$ cat src/rtl/intc_vec.sv
// intc_vec: 8-source vectored interrupt controller feeding the avr core intr/vect inputs.
// Registers at BASE: MASK, PEND (W1C), CTRL {intr, vect, -, en}, TDIV.
// Define INTC_TIMER_EN to add a periodic timer tick on source 0.
module intc_vec #(
    parameter logic [15:0] BASE     = 16'h0038,
    parameter int unsigned PRESCALE = 25000
) (
    input  logic        clock,
    input  logic        reset,
    input  logic [15:0] a,
    input  logic [7:0]  o,
    input  logic        w,
    input  logic        r,
    output logic [7:0]  p,
    input  logic [7:0]  irq_src,
    input  logic        ack,
    output logic        intr,
    output logic [2:0]  vect
);

    localparam logic [1:0] StIdle  = 2'd0;
    localparam logic [1:0] StReq   = 2'd1;
    localparam logic [1:0] StGuard = 2'd2;

    logic [7:0] mask_q, mask_d;
    logic [7:0] pend_q, pend_d;
    logic       en_q, en_d;
    logic [7:0] prev_q, prev_d;
    logic [1:0] state_q, state_d;
    logic       intr_q, intr_d;
    logic [2:0] vect_q, vect_d;
    logic [7:0] p_q, p_d;

    logic       sel_mask, sel_pend, sel_ctrl, sel_tdiv;
    logic       tick;
    logic [7:0] tdiv_rd;
    logic [7:0] rise, clr, cand;
    logic [2:0] enc;

    // Reads have no side effects, so the strobe is not needed.
    logic unused_r;
    assign unused_r = r;

    // Register address decode.
    always_comb begin
        sel_mask = (a == BASE);
        sel_pend = (a == BASE + 16'd1);
        sel_ctrl = (a == BASE + 16'd2);
        sel_tdiv = (a == BASE + 16'd3);
    end

`ifdef INTC_TIMER_EN
    localparam int unsigned PreW = (PRESCALE > 1) ? $clog2(PRESCALE) : 1;
    localparam logic [PreW-1:0] PreMax = PreW'(PRESCALE - 1);

    logic [PreW-1:0] pre_q, pre_d;
    logic [7:0]      tcnt_q, tcnt_d;
    logic [7:0]      tdiv_q, tdiv_d;

    // Prescaler and tick counter; a TDIV write restarts the period from zero.
    always_comb begin
        pre_d  = pre_q;
        tcnt_d = tcnt_q;
        tdiv_d = tdiv_q;
        tick   = 1'b0;
        if (w && sel_tdiv) begin
            tdiv_d = o;
            pre_d  = '0;
            tcnt_d = '0;
        end else if (en_q) begin
            if (pre_q == PreMax) begin
                pre_d = '0;
                if (tcnt_q == tdiv_q) begin
                    tcnt_d = '0;
                    tick   = 1'b1;
                end else begin
                    tcnt_d = tcnt_q + 8'd1;
                end
            end else begin
                pre_d = pre_q + PreW'(1);
            end
        end
    end

    // Timer state registers.
    always_ff @(posedge clock) begin
        if (reset) begin
            pre_q  <= '0;
            tcnt_q <= '0;
            tdiv_q <= '0;
        end else begin
            pre_q  <= pre_d;
            tcnt_q <= tcnt_d;
            tdiv_q <= tdiv_d;
        end
    end

    assign tdiv_rd = tdiv_q;
`else
    localparam int unsigned unused_prescale = PRESCALE;

    assign tick    = 1'b0;
    assign tdiv_rd = 8'h00;
`endif

    // Edge detect, pending update and lowest-index priority pick.
    always_comb begin
        prev_d = irq_src;
        rise   = (irq_src & ~prev_q) | {7'b0, tick};
        clr    = (w && sel_pend) ? o : 8'h00;
        if (ack && (state_q == StReq)) begin
            clr = clr | (8'b1 << vect_q);
        end
        // Set after clear: a rise coinciding with a clear keeps the bit.
        pend_d = (pend_q & ~clr) | rise;
        cand   = en_q ? (pend_q & mask_q) : 8'h00;
        enc    = 3'd0;
        for (int i = 7; i >= 0; i--) begin
            if (cand[i]) enc = 3'(i);
        end
    end

    // Request handshake FSM; vect stays frozen while a request is outstanding.
    always_comb begin
        state_d = state_q;
        intr_d  = intr_q;
        vect_d  = vect_q;
        case (state_q)
            StIdle: begin
                if (cand != 8'h00) begin
                    state_d = StReq;
                    intr_d  = 1'b1;
                    vect_d  = enc;
                end
            end
            StReq: begin
                if (ack) begin
                    state_d = StGuard;
                    intr_d  = 1'b0;
                end else if (!cand[vect_q]) begin
                    state_d = StIdle;
                    intr_d  = 1'b0;
                end
            end
            StGuard: begin
                state_d = StIdle;
            end
            default: begin
                state_d = StIdle;
                intr_d  = 1'b0;
            end
        endcase
    end

    // Register writes and registered read mux.
    always_comb begin
        mask_d = (w && sel_mask) ? o : mask_q;
        en_d   = (w && sel_ctrl) ? o[0] : en_q;
        p_d    = 8'h00;
        if (sel_mask) begin
            p_d = mask_q;
        end else if (sel_pend) begin
            p_d = pend_q;
        end else if (sel_ctrl) begin
            p_d = {intr_q, vect_q, 3'b000, en_q};
        end else if (sel_tdiv) begin
            p_d = tdiv_rd;
        end
    end

    // Controller state registers.
    always_ff @(posedge clock) begin
        if (reset) begin
            mask_q  <= 8'h00;
            pend_q  <= 8'h00;
            en_q    <= 1'b0;
            prev_q  <= 8'h00;
            state_q <= StIdle;
            intr_q  <= 1'b0;
            vect_q  <= 3'd0;
            p_q     <= 8'h00;
        end else begin
            mask_q  <= mask_d;
            pend_q  <= pend_d;
            en_q    <= en_d;
            prev_q  <= prev_d;
            state_q <= state_d;
            intr_q  <= intr_d;
            vect_q  <= vect_d;
            p_q     <= p_d;
        end
    end

    assign p    = p_q;
    assign intr = intr_q;
    assign vect = vect_q;

endmodule

$ cat config.mk
export PLATFORM = sky130hd
export DESIGN_NAME = intc_vec
export DESIGN_NICKNAME = d
export VERILOG_FILES = /design/src/rtl/intc_vec.sv
export SDC_FILE = /design/constraint.sdc
export NUM_CORES = 1
export LEC_CHECK = 0
export BUFFER_PORTS_ARGS = -buffer_cell sky130_fd_sc_hd__buf_2
export CAP_MARGIN = 40
export CORE_ASPECT_RATIO = 1.5
export CORE_MARGIN = 1.5
export CORE_UTILIZATION = 25
export CTS_CLUSTER_DIAMETER = 150
export DETAILED_ROUTE_END_ITERATION = 10
export PLACE_DENSITY = 0.41
export SETUP_SLACK_MARGIN = 0.5
export SYNTH_ARGS = -nofsm -noshare
export SYNTH_HDL_FRONTEND = slang
export SYNTH_SLANG_ARGS = --single-unit
$ cat constraint.sdc
create_clock -name clock -period 5.1 [get_ports clock]
set_clock_uncertainty 0.1 [all_clocks]
set_input_delay 1.02 -clock clock [delete_from_list [all_inputs] [get_ports clock]]
set_output_delay 1.02 -clock clock [all_outputs]
set_load 0.1 [all_outputs]
==> flow_metrics.py <==
metrics = {
    "synthesis": {
        "yosysUniqueCellTypes": 40,
        "ys_seq_area_frac": 0.439,
        "synth_nets": 232,
        "async_reset_ff_frac": 0,
        "yosys_register_bits": 39,
        "yosysWarningCount": 0,
        "synth_area_um2": 1780,
        "dominantRegCellSynth": "dfxtp_1",
        "synth_cells": 195,
        "postSynthAreaPerCell_um2": 9.11,
        "synth-edff-count": 0,
    },
    "worst_setup_path": {
        "rrSetupSlack_ns": 3.14,
        "worst_setup_path_start_kind": "input pin",
        "cpPeakStageDelay_ns": 0.64,
        "worstSetupStartpoint": "a[10]",
        "worstPathMaxFanout": 8,
        "crit_top_cell": "nor4_4",
        "crit_chain": "buf_2 -> nor4_4 -> nand4_4 -> nor4_4 -> mux2i_1 -> nor2_1",
        "rr_startpoint": "en_q",
        "cp.required_ns": 5.16,
        "critPathCaptureType": "flip-flop",
        "arrival_ns": 2.60,
        "crit_path_end": "mask_q[4]",
        "worstSetupPathType": "in2reg",
        "slowest_stage": "nor4_4",
        "r2r-end": "vect[0]",
        "r2r_cells": 5,
    },
    "cts": {
        "clk_pin_slew_ns": 0.08,
        "root_buffer": "clkbuf_8",
        "cts.repair.resized": 0,
        "holdBufCountCts": 0,
        "postCtsSetupBuffers": 0,
        "cts_sinks": 39,
        "cts_made_buffers": 5,
        "cts_tree": "done",
        "clk_latency_ns": 0.29,
        "clock_path_buffers": 2,
        "h-tree-depth": 2,
    },
    "timing": {
        "post-route-period-util": 0.499,
        "fmax_ghz": 0.393,
        "tns_ns": 0,
        "timing_max_transition_violations_final": 0,
        "period_needed_ns": 2.55,
        "worstMarginPinSlew_ns": 0.800,
        "maxSlewHeadroom": 0.463,
        "grt_setup_unrepaired": "no",
        "hold_viol": 0,
        "setup_violations": 0,
    },
    "finish": {
        "filler_cell_count": 760,
        "final_common_cell": "buf_2",
        "diodes": 0,
        "final_cells": 323,
        "synthToLayoutAreaGrowth_pct": 22.2,
        "utilization": 0.317,
        "drive_above_1_share": 0.245,
        "fin_nets": 281,
        "final_cell_mix": "buf_2 (47), dfxtp_1 (39), nand2_1 (26), nor2_1 (19), nor2b_1 (14)",
    },
    "die": {
        "io_pins": 49,
        "dieArea_um2": 7630,
        "start_util": 0.259,
        "rows": 37,
        "core_um2": 6850,
        "die_h_um": 106,
        "die_w_um": 71.8,
    },
    "power": {
        "power_mw": 0.564,
        "peakVddDrop_v": 0.000125,
        "power.density_nw_per_um2": 260,
        "leakagePower_nw": 0.861,
    },
    "detailed_routing": {
        "wire_per_inst_um": 15.8,
        "vias_per_cell": 4.99,
        "drt_iter0_drc": 70,
        "routed_wl_mm": 5.10,
        "firstDrtPassIters": 7,
        "drc": 7,
        "vias": 1613,
        "ant_nets": 0,
    },
    "run_status": {
        "violations": "design-rule violations",
        "status": "complete, but fails checks",
    },
    "global_routing": {
        "grt_use_total": 0.140,
        "grt_pass1_vias": 1599,
        "grt_max_degree": 32,
        "antenna_found_initial": 0,
        "overflow": 0,
        "grt_pass1_wl_mm": 8.12,
    },
    "min_path": {
        "hp-class": "reg2reg",
    },
    "job": {
        "drv_cap": 0,
    },
    "place": {
        "place_congestion": 0.819,
        "hpwl_mm": 3.91,
        "dp.cells": 315,
        "io_buffer_count": 47,
    },
}
[layout make-up]
cell class | count | area, µm² | share of cell area
Inverter | 14 | 52.6 | 0.0242
Sequential cell | 39 | 781 | 0.360
Clock buffer | 7 | 76.3 | 0.0352
Tap cell | 78 | 97.6 | 0.0450
Multi-Input combinational cell | 137 | 923 | 0.425
Clock inverter | 1 | 5.00 | 0.00231
Timing Repair Buffer | 47 | 235 | 0.108
[critical path: cells and delay by family]
family / cells / cell delay, ns
and+or+nand+nor: 4 / 1.21
muxes: 1 / 0.26
buffers and inverters: 1 / 0.11
[cells by family (layout without fill, tap and decap cells)]
| logic type | Yosys count | count (layout) | synth area share |
|---|---|---|---|
| simple gates | 79 | 79 | 0.261 |
| compound gates | 50 | 50 | 0.213 |
| flops | 39 | 39 | 0.439 |
| buf+inv | 19 | 69 | 0.0408 |
| mux | 8 | 8 | 0.0451 |
[layer usage]
layer,vias to the layer above,share of wire,global-route usage
met2,45,0.52,0.257
li1,813,-,-
met3,6,0.042,0.0218
met5,-,0,0
met4,0,0.019,0.0566
met1,749,0.42,0.158
[Yosys cell counts, types with 2 or more instances]
library cell	number	area, µm²
a2111o_1	2	22.5
nor3_2	3	30.0
a221oi_1	6	52.6
o21ai_0	11	55.1
mux2i_1	8	80.1
nor2b_1	14	87.6
nand2_1	26	97.6
a22o_1	2	17.5
nor2_1	19	71.3
nand4b_1	2	17.5
nor4_4	3	63.8
a21oi_1	4	20.0
a41o_1	5	50.1
buf_1	3	11.3
nand4_1	4	25.0
dfxtp_1	39	781
inv_1	13	48.8
o41a_1	2	22.5
a31oi_1	3	18.8
a22oi_1	6	45.0
[how the worst min path moves through the flow]
stage,start,end,slack [ns],depth (start not counted)
CTS,prev_q[1],pend_q[1],0.32,1
finish,prev_q[1],pend_q[1],0.32,1
floorplan,prev_q[1],pend_q[1],0.30,1
global route,prev_q[7],pend_q[7],0.36,1
global placement,prev_q[1],pend_q[1],0.30,1
detailed placement,prev_q[1],pend_q[1],0.31,1
[registers in the layout (all words and copies together), names as in the netlist]
| signal | count |
|---|---|
| en_q | 1 |
| state_q | 2 |
| p | 8 |
| mask_q | 8 |
| intr | 1 |
| prev_q | 8 |
| pend_q | 8 |
| vect | 3 |
[through the flow]
stage | cell area, µm² | hold WS [ns] | setup WS [ns]
after global placement | 2090 | 0.302 | 2.18
after floorplan | 1780 | 0.299 | 2.63
final | 2170 | 0.316 | 2.55
after global routing | 2170 | 0.356 | 2.39
after CTS | 2170 | 0.320 | 2.49
after detailed placement | 2090 | 0.312 | 2.16
[power by group]
part | leakage (nW) | switching, mW | internal, mW
logic | 0.500 | 0.0200 | 0.0183
registers | 0.319 | 0.00917 | 0.314
clock network | 0.0422 | 0.106 | 0.0960
total | 0.861 | 0.135 | 0.428
No activity file was read; power rests on OpenSTA's default activity.
